### config.mk
export PLATFORM = sky130hd
export DESIGN_NAME = vx_dispatch_arbiter
export DESIGN_NICKNAME = d
export VERILOG_FILES = /design/src/rtl/vx_dispatch_arbiter.sv
export SDC_FILE = /design/constraint.sdc
export NUM_CORES = 1
export LEC_CHECK = 0
export ABC_AREA = 0
export BUFFER_PORTS_ARGS = -buffer_cell sky130_fd_sc_hd__buf_2
export CORE_UTILIZATION = 57
export CTS_CLUSTER_SIZE = 25
export DETAILED_ROUTE_END_ITERATION = 10
export PLACE_DENSITY = 0.84
export SLEW_MARGIN = 20
export SYNTH_ARGS = -nofsm -noshare
export SYNTH_HDL_FRONTEND = slang
export SYNTH_SLANG_ARGS = --single-unit
export TNS_END_PERCENT = 20
### constraint.sdc
create_clock -name clk -period 5 [get_ports clk]
set_clock_uncertainty 0.15 [all_clocks]
set_input_delay 0.25 -clock clk [delete_from_list [all_inputs] [get_ports clk]]
set_output_delay 0.25 -clock clk [all_outputs]
set_load 0.01 [all_outputs]
### src/rtl/vx_dispatch_arbiter.sv
// -----------------------------------------------------------------------------
// vx_dispatch_arbiter
//
// N-to-1 dispatch arbiter with a small elastic FIFO per input channel. The
// per-slice issue streams are buffered, then merged round-robin into a single
// registered valid/ready stream towards the shared execution-unit dispatch
// port. out_sel reports which channel sourced each output beat.
//
// Parameters:
//   NUM_REQS  number of input channels (1..16)
//   DATAW     payload width per channel
//   DEPTH     per-channel FIFO depth (power of two, >= 2)
//   SELW      derived channel index width, max(1, $clog2(NUM_REQS))
//
// Ports:
//   clk                clock, all state updates on the rising edge
//   reset              synchronous active-high reset
//   in_valid[N]        per-channel request valid
//   in_data[N*DATAW]   per-channel payload, channel i at [i*DATAW +: DATAW]
//   in_ready[N]        per-channel accept, driven from registered FIFO count
//   out_valid          output payload valid
//   out_data[DATAW]    output payload
//   out_sel[SELW]      channel index that sourced out_data
//   out_ready          downstream accept
//   perf_stall_cycles  cycles with out_valid && !out_ready   (perf build only)
//   perf_full_cycles   cycles with any in_valid && !in_ready (perf build only)
//
// Build option:
//   VX_DISPATCH_ARB_PERF_EN  when defined, adds the two 32-bit wrapping
//                            performance counters and their ports.
// -----------------------------------------------------------------------------
module vx_dispatch_arbiter #(
  parameter int NUM_REQS = 4,
  parameter int DATAW    = 64,
  parameter int DEPTH    = 2,
  localparam int SELW    = (NUM_REQS > 1) ? $clog2(NUM_REQS) : 1
) (
  input  logic                      clk,
  input  logic                      reset,
  input  logic [NUM_REQS-1:0]       in_valid,
  input  logic [NUM_REQS*DATAW-1:0] in_data,
  output logic [NUM_REQS-1:0]       in_ready,
  output logic                      out_valid,
  output logic [DATAW-1:0]          out_data,
  output logic [SELW-1:0]           out_sel,
  input  logic                      out_ready
`ifdef VX_DISPATCH_ARB_PERF_EN
  ,
  output logic [31:0]               perf_stall_cycles,
  output logic [31:0]               perf_full_cycles
`endif
);

  localparam int PTRW = $clog2(DEPTH);
  localparam int CNTW = PTRW + 1;

  logic [NUM_REQS-1:0] push;
  logic [NUM_REQS-1:0] pop;
  logic [NUM_REQS-1:0] nonempty;
  logic [DATAW-1:0]    head [NUM_REQS];

  logic            load;
  logic            found;
  logic            grant;
  logic [SELW-1:0] winner;
  logic [SELW-1:0] rr_ptr;
  logic [SELW-1:0] rr_next;

  // The output register may take a new beat when empty or being drained.
  assign load  = !out_valid || out_ready;
  assign grant = found && load;

  // ---------------------------------------------------------------------------
  // Per-channel FIFOs
  // ---------------------------------------------------------------------------
  for (genvar i = 0; i < NUM_REQS; i++) begin : g_fifo
    logic [CNTW-1:0]  count;
    logic [PTRW-1:0]  rd_ptr;
    logic [PTRW-1:0]  wr_ptr;
    logic [DATAW-1:0] mem [DEPTH];

    // in_ready depends only on the registered count, so a full FIFO cannot
    // accept in the cycle it pops; it reopens on the next cycle.
    assign in_ready[i] = (count != CNTW'(DEPTH));
    assign nonempty[i] = (count != '0);
    assign push[i]     = in_valid[i] && in_ready[i];
    assign pop[i]      = grant && (winner == SELW'(i));
    assign head[i]     = mem[rd_ptr];

    // NOTE: sequential state uses non-blocking assignments so every register
    // samples pre-edge values regardless of process evaluation order.
    always_ff @(posedge clk) begin
      if (reset) begin
        count  <= '0;
        rd_ptr <= '0;
        wr_ptr <= '0;
      end else begin
        if (push[i]) wr_ptr <= wr_ptr + 1'b1;
        if (pop[i])  rd_ptr <= rd_ptr + 1'b1;
        case ({push[i], pop[i]})
          2'b10:   count <= count + 1'b1;
          2'b01:   count <= count - 1'b1;
          default: ;
        endcase
      end
    end

    // NOTE: the storage array carries no reset; validity is tracked entirely
    // by count, so clearing the payload RAM would only cost area and timing.
    always_ff @(posedge clk) begin
      if (push[i]) mem[wr_ptr] <= in_data[i*DATAW +: DATAW];
    end
  end

  // ---------------------------------------------------------------------------
  // Round-robin pick: first non-empty channel at or after rr_ptr, wrapping.
  // ---------------------------------------------------------------------------
  always_comb begin
    int idx;
    // NOTE: every variable written here gets a default first, otherwise paths
    // that skip an assignment would infer latches.
    idx    = 0;
    found  = 1'b0;
    winner = '0;
    for (int k = 0; k < NUM_REQS; k++) begin
      idx = int'(rr_ptr) + k;
      if (idx >= NUM_REQS) idx = idx - NUM_REQS;
      if (!found && nonempty[idx]) begin
        found  = 1'b1;
        winner = SELW'(idx);
      end
    end
  end

  assign rr_next = (winner == SELW'(NUM_REQS - 1)) ? '0 : winner + 1'b1;

  // ---------------------------------------------------------------------------
  // Output register and priority pointer
  // ---------------------------------------------------------------------------
  always_ff @(posedge clk) begin
    if (reset) begin
      out_valid <= 1'b0;
      out_data  <= '0;
      out_sel   <= '0;
      rr_ptr    <= '0;
    end else if (load) begin
      // With nothing buffered the register empties; payload and index hold.
      out_valid <= grant;
      if (grant) begin
        out_data <= head[winner];
        out_sel  <= winner;
        rr_ptr   <= rr_next;
      end
    end
  end

`ifdef VX_DISPATCH_ARB_PERF_EN
  // ---------------------------------------------------------------------------
  // Performance counters, wrapping modulo 2^32
  // ---------------------------------------------------------------------------
  always_ff @(posedge clk) begin
    if (reset) begin
      perf_stall_cycles <= '0;
      perf_full_cycles  <= '0;
    end else begin
      if (out_valid && !out_ready)     perf_stall_cycles <= perf_stall_cycles + 32'd1;
      if (|(in_valid & ~in_ready))     perf_full_cycles  <= perf_full_cycles + 32'd1;
    end
  end
`endif

endmodule
==> results of run 1 <==
## logic make-up (layout without fill, tap and decap cells)
group,count (synthesis),in the layout,synth area share [%]
other,0,3,0
multiplexers,285,285,13.57
AO/OA/AOI/OAI,255,255,8.067
buffers and inverters,103,724,1.895
AND/OR/NAND/NOR,132,132,2.951
adder cells (fa/ha/maj),5,5,0.2654
flip-flops,601,601,72.77
XOR/XNOR,13,13,0.4830
## power groups by stage
stage / clock [mW] / sequential [mW] / combinational, mW
after detailed placement: 0 / 7.23 / 5.62
after global placement: 0 / 7.18 / 5.35
final: 4.18 / 7.17 / 5.96
after floorplan: 0 / 7.03 / 3.92
after global routing: 4.39 / 7.25 / 6.32
after CTS: 4.17 / 7.14 / 5.81
## layer usage
layer  up-vias  part of all wire (%)  global-route usage (%)
met4         0                   3.1                   11.51
met2       867                    51                   52.55
met3       167                   8.5                   5.987
met1      7646                    37                   38.50
met5         -                     0                       0
li1       6741                     -                       -
## final cells by class
type                       instances  area, um^2  share of cell area [%]
antenna                            3       7.507                 0.02486
clock buffer                      81        1587                   5.254
clock inverter                    25       203.9                  0.6754
inverter                           2       7.507                 0.02486
multi-input combinational        690        6071                   20.10
sequential                       601       17170                   56.87
tap                              532       665.6                   2.204
timing repair buffer             616        4483                   14.85
## Yosys cell counts (all sizes together) (7+ instances only)
library cell and count:
edfxtp 512, mux2i 186, a211oi 101, dfxtp 89, mux2 80, clkbuf 71, nor2 52, o31ai 43
nand4 40, o21bai 40, o22ai 40, buf 30, mux4 19, a21oi 13, nand2 13, xor2 8
o21ai 7
## flip-flops by register name, summed over array words and instances (netlist names), named ones only
signal	flops
g_fifo.mem	512
out_sel	2
rr_ptr	2
g_fifo.rd_ptr	4
out_data	64
g_fifo.wr_ptr	4
out_valid	1
g_fifo.count	8
## worst paths after layout
kind,start,slack (ns),end
setup / recovery,g_fifo[1].count[0],1.20,g_fifo[2].count[1]
hold / removal,reset,0.16,flip-flop
setup reg to reg,g_fifo[1].count[0],1.20,g_fifo[2].count[1]
hold reg to reg,out_sel[0],0.32,out_sel[0]
## worst max-delay path, delay by kind of cell (launching register included)
kind / cells / cell delay [ns]
AND/OR/NAND/NOR: 4 / 1.40
buffers and inverters: 3 / 0.81
AO/OA/AOI/OAI: 3 / 0.71
flip-flops: 1 / 0.35
adder cells (fa/ha/maj): 1 / 0.28
==> results.json, run 1 <==
{
  "status": "completed",
  "ys_ff_latch": 601,
  "post_synth_num_cell_types": 51,
  "grt_max_degree": 90,
  "clkPwrFrac_pct": 24.2,
  "crit_arrival_ns": 4.15,
  "seqPwrFrac_pct": 41.4,
  "syn-cell-area_um2": 23580,
  "maxCapViolations": 0,
  "vias": 15420,
  "slew_viol_final": 0,
  "syn_nets": 1662,
  "hold_path_class": "in2reg",
  "startpoint_type": "flip-flop",
  "port_buffers": 333,
  "placed_area_um2": 25750,
  "drt-total-wl_um": 64620,
  "min_period_ns": 3.796,
  "track_usage_pct": 30.62,
  "ant_nets": 0,
  "cp_max_fo": 45,
  "antenna_found_initial": 2,
  "grt_overflow_total": 0,
  "cts_tree": "done",
  "p_sw_mw": 6.143,
  "final_common_cell": "edfxtp_1",
  "reg2regPathDepth": 11,
  "drt_first_pass_iters": 5,
  "holdWs_ns": 0.1593,
  "pre_cts_slack_ns": 1.357,
  "start_util_pct": 57.74,
  "h-tree-depth": 2,
  "synth_ff_type": "edfxtp_1",
  "syn-mean-instance-area_um2": 16.91,
  "ys_seq_area_share_pct": 72.77,
  "io_pins": 334,
  "max_slew.worst_pin.slew_ns": 1.149,
  "setup_viol": 0,
  "post-route-util_pct": 73.95,
  "power_mw": 17.30,
  "yosysTopAreaCell": "edfxtp_1",
  "cts-root-buf": "clkbuf_16",
  "cp-end-kind": "flip-flop",
  "peakVddDrop_mv": 0.4781,
  "async_flop_share_pct": 0,
  "synthCells": 1394,
  "via_per_inst": 6.047,
  "fp.dieW_um": 205.4,
  "ys_warn_count": 0,
  "final_cell_mix": "edfxtp_1, buf_2, dlygate4sd3_1",
  "crit_type": "reg2reg",
  "final_area_um2": 30200,
  "rsz0062_at_grt": "no",
  "coreArea_um2": 40830,
  "switching_share_pct": 35.50,
  "slew_headroom_pct": 23.40,
  "fin_ws_ns": 1.204,
  "worstSkewPairLatency_ns": 0.60,
  "fillers": 2380,
  "cts_sinks": 601,
  "hold_viol_final": 0,
  "power.leakage_nw": 10.75,
  "fmax_mhz": 263.4,
  "area_delta_synth_final_pct": 28.09,
  "die_h_um": 205.4,
  "first_global_vias": 15920,
  "stdcell_count": 2550,
  "fin_tns_setup_ns": 0,
  "cp.required_ns": 5.35,
  "drc": 0,
  "finalCritPeriodShare_pct": 75.93,
  "dp_hpwl_um": 35550,
  "avgRoutedWirePerCell_um": 25.34,
  "synth-edff-count": 512,
  "post_cts_resized": 0,
  "netlist.area_leader.share_pct": 65.22,
  "place_inst": 2179,
  "rows": 74,
  "crit_slowest_cell": "nor2_1",
  "cts_setup_buffers": 0,
  "max_stage_delay_ns": 0.51,
  "ctsHoldBuffers": 261,
  "cts_buffers": 57,
  "path_cells": "nor2_1, o21ai_0, a21o_1, buf_4, inv_2, buf_4, nand2_1, nor2_1, ha_1, or3_1, a21oi_1",
  "pwr-share-comb_pct": 34.4,
  "nets": 2236,
  "clk_pin_slew_worst_paths_ns": 0.06,
  "clockBufferDepth": 3,
  "synth_area_leaders": "edfxtp_1, mux2i_1, dfxtp_1, mux2_2, a211oi_1",
  "power.density_nw_per_um2": 573.1,
  "whs_path_depth": 2,
  "internal_power_mw": 11.16,
  "grt_pass1_wl_um": 94850,
  "drive_above_1_share_pct": 28.49,
  "gp_congestion": 0.8371,
  "die_area_um2": 42180,
  "drtIter0Drc": 1323
}
(Power assumes the default switching activity.)
==> run 2, diff against run 1 <==
--- a/config.mk
+++ b/config.mk
@@ -7,10 +7,10 @@
 export LEC_CHECK = 0
 export ABC_AREA = 0
 export BUFFER_PORTS_ARGS = -buffer_cell sky130_fd_sc_hd__buf_2
-export CORE_UTILIZATION = 57
+export CORE_UTILIZATION = 52
 export CTS_CLUSTER_SIZE = 25
 export DETAILED_ROUTE_END_ITERATION = 10
-export PLACE_DENSITY = 0.84
+export PLACE_DENSITY = 0.81
 export SLEW_MARGIN = 20
 export SYNTH_ARGS = -nofsm -noshare
 export SYNTH_HDL_FRONTEND = slang
==> constraint.sdc (replaced) <==
create_clock -name clk -period 3.17 [get_ports clk]
set_clock_uncertainty 0.15 [all_clocks]
set_input_delay 0.1585 -clock clk [delete_from_list [all_inputs] [get_ports clk]]
set_output_delay 0.1585 -clock clk [all_outputs]
set_load 0.01 [all_outputs]
==> run 2 against run 1 <==
Effect of this change: die area is 9.5% higher; critical path type unchanged; sequential power is 55% higher; non-clock buffer count is 18 higher; highest routed layer unchanged; critical path depth is 2 lower.
==> results.json, run 2 (synthesis results as in run 1) <==
{
  "status": "completed",
  "die_area_um2": 46190,
  "power.density_nw_per_um2": 911.2,
  "post-route-util_pct": 68.83,
  "cp_max_fo": 20,
  "track_usage_pct": 28.33,
  "stdcell_count": 2636,
  "cts_buffers": 58,
  "cts_sinks": 601,
  "gp_congestion": 0.7989,
  "hold_viol_final": 0,
  "fin_tns_setup_ns": 0,
  "clk_pin_slew_worst_paths_ns": 0.07,
  "area_delta_synth_final_pct": 29.95,
  "largest_reg_flops": 512,
  "cp-end-kind": "flip-flop",
  "coreArea_um2": 44510,
  "dp_hpwl_um": 37150,
  "nets": 2255,
  "fillers": 2841,
  "setup_viol": 0,
  "clockBufferDepth": 3,
  "cp.required_ns": 3.55,
  "regMostFlops": "g_fifo.mem",
  "maxCapViolations": 0,
  "largestRegisters": "g_fifo.mem (512), out_data (64), g_fifo.count (8)",
  "vias": 15610,
  "power.leakage_nw": 10.93,
  "slew_viol_final": 0,
  "post_cts_resized": 0,
  "fmax_mhz": 349.9,
  "slew_headroom_pct": 25.82,
  "min_period_ns": 2.858,
  "rsz0062_at_grt": "no",
  "first_global_vias": 16820,
  "grt_overflow_total": 0,
  "max_slew.worst_pin.slew_ns": 1.113,
  "final_common_cell": "edfxtp_1",
  "port_buffers": 333,
  "cts_setup_buffers": 0,
  "drt-total-wl_um": 65770,
  "multi_input_comb_area_um2": 6066,
  "avgRoutedWirePerCell_um": 24.95,
  "crit_arrival_ns": 3.24,
  "h-tree-depth": 2,
  "drtIter0Drc": 1298,
  "die_h_um": 214.9,
  "peakVddDrop_mv": 1.177,
  "hold_path_class": "in2reg",
  "worstSkewPairLatency_ns": 0.62,
  "fp.dieW_um": 214.9,
  "drc": 0,
  "grt_max_degree": 90,
  "antenna_found_initial": 8,
  "drt_first_pass_iters": 5,
  "via_per_inst": 5.920,
  "place_inst": 2258,
  "finalCritPeriodShare_pct": 90.15,
  "crit_type": "reg2reg",
  "io_pins": 334,
  "power_mw": 27.92,
  "ant_nets": 0,
  "cts-root-buf": "clkbuf_16",
  "ctsHoldBuffers": 261,
  "rows": 77,
  "startpoint_type": "flip-flop",
  "cts_tree": "done",
  "grt_pass1_wl_um": 98180,
  "seqCellArea_um2": 17170,
  "drive_above_1_share_pct": 29.48,
  "final_cell_mix": "edfxtp_1, buf_2, dlygate4sd3_1",
  "start_util_pct": 52.97
}
run 2: cell count changes in the layout (fill, tap and decap cells not counted), moves of 2 or more:
cell	before	now
buf_12	1	9
inv_6	3	1
clkbuf_16	57	60
diode_2	3	9
bufinv_16	3	5
buf_4	20	32
clkbuf_1	17	13
clkbuf_8	7	9
clkinv_1	8	6
run 2: metrics by stage:
stage                     area (um^2)  hold slack, ns  setup slack [ns]
after floorplan                 23580          0.1074           -0.8800
after global placement          26070          0.1951            0.4004
after detailed placement        26070          0.1992            0.3515
after CTS                       30610         0.05897            0.3119
after global routing            30630          0.1019            0.1444
final                           30640          0.1136            0.3121
run 2: path summary, 6_finish.rpt:
path                            startpoint            endpoint  slack [ns]  cells past startpoint
worst min-delay path                 reset    g_fifo[1].wr_ptr        0.11                      2
worst max register to register   rr_ptr[0]  g_fifo[3].count[1]        0.31                      9
worst min register to register  out_sel[0]          out_sel[0]        0.30                      2
worst max-delay path             rr_ptr[0]  g_fifo[3].count[1]        0.31                      9
run 2: worst max-delay path, stage by stage (launching register included):
cell and delay, ns:
dfxtp_1 0.44, nor3b_1 0.29, nand2b_1 0.15, a21o_1 0.26, inv_2 0.24, ha_1 0.26
and2_1 0.17, ha_1 0.32, or3_1 0.35, a21oi_1 0.16
run 2: layout make-up:
cell class	count	area share, %
tap	592	2.418
inverter	2	0.02450
antenna	9	0.07351
clock inverter	26	0.8495
sequential	601	56.05
clock buffer	82	5.464
multi-input combinational	690	19.80
timing repair buffer	634	15.32
run 2: layer usage:
layer,vias up,part of all wire [%],track usage (%)
met4,0,3.2,10.83
met5,-,0,0
li1,6792,-,-
met2,806,50,49.07
met1,7860,38,34.44
met3,148,8.0,6.497
run 2: power breakdown:
group          total [mW]  switching, mW  internal (mW)
clock network        7.03           2.96           4.07
registers            11.1          0.813           10.3
logic                9.76           6.07           3.69
==> run 3, diff against run 2 <==
--- a/config.mk
+++ b/config.mk
@@ -7,10 +7,10 @@
 export LEC_CHECK = 0
 export ABC_AREA = 0
 export BUFFER_PORTS_ARGS = -buffer_cell sky130_fd_sc_hd__buf_2
-export CORE_UTILIZATION = 52
+export CORE_UTILIZATION = 40
 export CTS_CLUSTER_SIZE = 25
 export DETAILED_ROUTE_END_ITERATION = 10
-export PLACE_DENSITY = 0.81
+export PLACE_DENSITY = 0.66
 export SLEW_MARGIN = 20
 export SYNTH_ARGS = -nofsm -noshare
 export SYNTH_HDL_FRONTEND = slang
==> run 3 against run 2 <==
Effect of this change: utilization decreased by 15 points; routed wire length decreased by 3.6%; cell area increased by 1.5%; total power increased by 0.89%; global-route usage decreased by 7.3 points; clock-buffer cell count decreased by 6; fmax increased by 5.0%; cell count increased by 6.9%; sequential share of layout area decreased by 0.84 points; combinational power decreased by 0.5%; setup slack improved by 0.14 ns; critical path type unchanged; largest power group unchanged.
==> results.json, run 3 (synthesis results as in run 1) <==
{
  "status": "completed",
  "rows": 88,
  "drtIter0Drc": 950,
  "crit_arrival_ns": 3.02,
  "slew_headroom_pct": 45.47,
  "switching_share_pct": 34.40,
  "min_period_ns": 2.722,
  "cp.required_ns": 3.47,
  "nets": 2263,
  "grt_overflow_total": 0,
  "first_global_vias": 15760,
  "holdWs_ns": 0.1072,
  "io_pins": 334,
  "clkPwrFrac_pct": 26.5,
  "hold_path_class": "in2reg",
  "dp_hpwl_um": 40100,
  "drt_first_pass_iters": 5,
  "rsz0062_at_grt": "no",
  "coreArea_um2": 57920,
  "cp_top_family": "compound AO/OA/AOI/OAI gates",
  "die_area_um2": 59910,
  "h-tree-depth": 2,
  "use_met2_pct": 36.20,
  "track_usage_pct": 21.05,
  "antenna_found_initial": 11,
  "drc": 0,
  "max_slew.worst_pin.slew_ns": 0.8160,
  "clk_pin_slew_worst_paths_ns": 0.06,
  "path_cells": "nor2_1, and3b_2, buf_4, o31ai_1, a211oi_1, a211oi_1",
  "max_stage_delay_ns": 0.58,
  "start_util_pct": 40.71,
  "power.density_nw_per_um2": 905.5,
  "grt_max_degree": 65,
  "gr-usage-met1_pct": 27.20,
  "cts_buffers": 60,
  "final_cell_mix": "edfxtp_1, buf_2, dlygate4sd3_1",
  "worstSkewPairLatency_ns": 0.62,
  "rrSetupSlack_ns": 0.45,
  "grt.met3_usage_pct": 4.406,
  "drive_above_1_share_pct": 29.91,
  "hold_viol_final": 0,
  "grt_pass1_wl_um": 95340,
  "port_buffers": 333,
  "die_h_um": 244.8,
  "cp_num_buf_inv": 1,
  "cts_setup_buffers": 0,
  "finalCritPeriodShare_pct": 85.86,
  "ant_nets": 0,
  "area_delta_synth_final_pct": 31.94,
  "cts-root-buf": "clkbuf_16",
  "crit_type": "reg2reg",
  "setup_viol": 0,
  "avgRoutedWirePerCell_um": 22.50,
  "power.leakage_nw": 11.03,
  "cts_sinks": 601,
  "vias": 14780,
  "top_usage_layer": "met2",
  "crit_path_frequent_cell": "a211oi_1",
  "fp.dieW_um": 244.8,
  "largest_reg_flops": 512,
  "p_sw_mw": 9.689,
  "drt-total-wl_um": 63430,
  "cp_max_fo": 40,
  "seqPwrFrac_pct": 39.1,
  "pwr-share-comb_pct": 34.5,
  "startpoint_type": "flip-flop",
  "fin_tns_setup_ns": 0,
  "gp_congestion": 0.7940,
  "clockBufferDepth": 3,
  "fmax_mhz": 367.4,
  "cts_tree": "done",
  "peakVddDrop_mv": 0.8518,
  "maxCapViolations": 0,
  "cp-end-kind": "flip-flop",
  "largestRegisters": "g_fifo.mem (512), out_data (64), g_fifo.count (8)",
  "internal_power_mw": 18.48,
  "via_per_inst": 5.242,
  "regMostFlops": "g_fifo.mem",
  "slew_viol_final": 0,
  "final_common_cell": "edfxtp_1",
  "crit_slowest_cell": "a211oi_1"
}
==> run 3: layer usage <==
metal / share of wire (%) / up-vias / wire (um)
met4: 1.8 / 6 / 1125
met2: 50 / 436 / 31740
met3: 6.4 / 90 / 4036
met5: 0.055 / - / 35
met1: 42 / 7431 / 26490
li1: - / 6815 / -
==> run 3: path summary, 6_finish.rpt <==
path	startpoint	end	cells past startpoint
worst max-delay path	g_fifo[3].count[0]	out_data[42]	6
worst min-delay path	in_data[164]	g_fifo[2].mem[0][36]	2
worst max register to register	g_fifo[3].count[0]	out_data[42]	6
worst min register to register	out_sel[1]	out_sel[1]	2
==> run 3: power by group through the flow <==
stage | logic, mW | registers (mW) | clock network, mW
2_1_floorplan | 6.18 | 11.1 | 0
3_3_place_gp | 9.24 | 11.1 | 0
3_5_place_dp | 9.48 | 11.2 | 0
4_1_cts | 9.78 | 11.0 | 7.59
5_1_grt | 10.4 | 11.1 | 7.90
6_report | 9.71 | 11.0 | 7.45
==> run 3: through the flow <==
stage                     cell area, um^2  util [%]  total power, mW  worst slack, ns  std cells
after global routing                31100     53.71            29.46           0.3241       2819
after CTS                           31080     53.67            28.38           0.4321       2811
after global placement              26340     45.47            20.34           0.5864       2433
after floorplan                     23580         -            17.27          -0.8800       1394
after detailed placement            26340     45.47            20.65           0.4576       2433
final                               31100     53.71            28.17           0.4483       2819
==> run 3: worst register-to-register path, cell delays in order (launching register included) <==
cell and delay, ns:
dfxtp_1 0.38, nor2_1 0.35, and3b_2 0.31, buf_4 0.48
o31ai_1 0.17, a211oi_1 0.58, a211oi_1 0.12
==> run 3: final cells by class <==
cell class	instances	area, um^2
Fill cell	4653	26810
Antenna cell	8	20.02
Clock inverter	37	442.9
Multi-Input combinational cell	690	6066
Sequential cell	601	17170
Clock buffer	76	1653
Tap cell	765	957.2
Timing Repair Buffer	640	4787
Inverter	2	7.507
==> run 3: timing repair <==
action,4_1_cts,5_1_grt
endpoints found under the hold margin,531,0
gates resized for setup,0,0
hold buffers,265,0
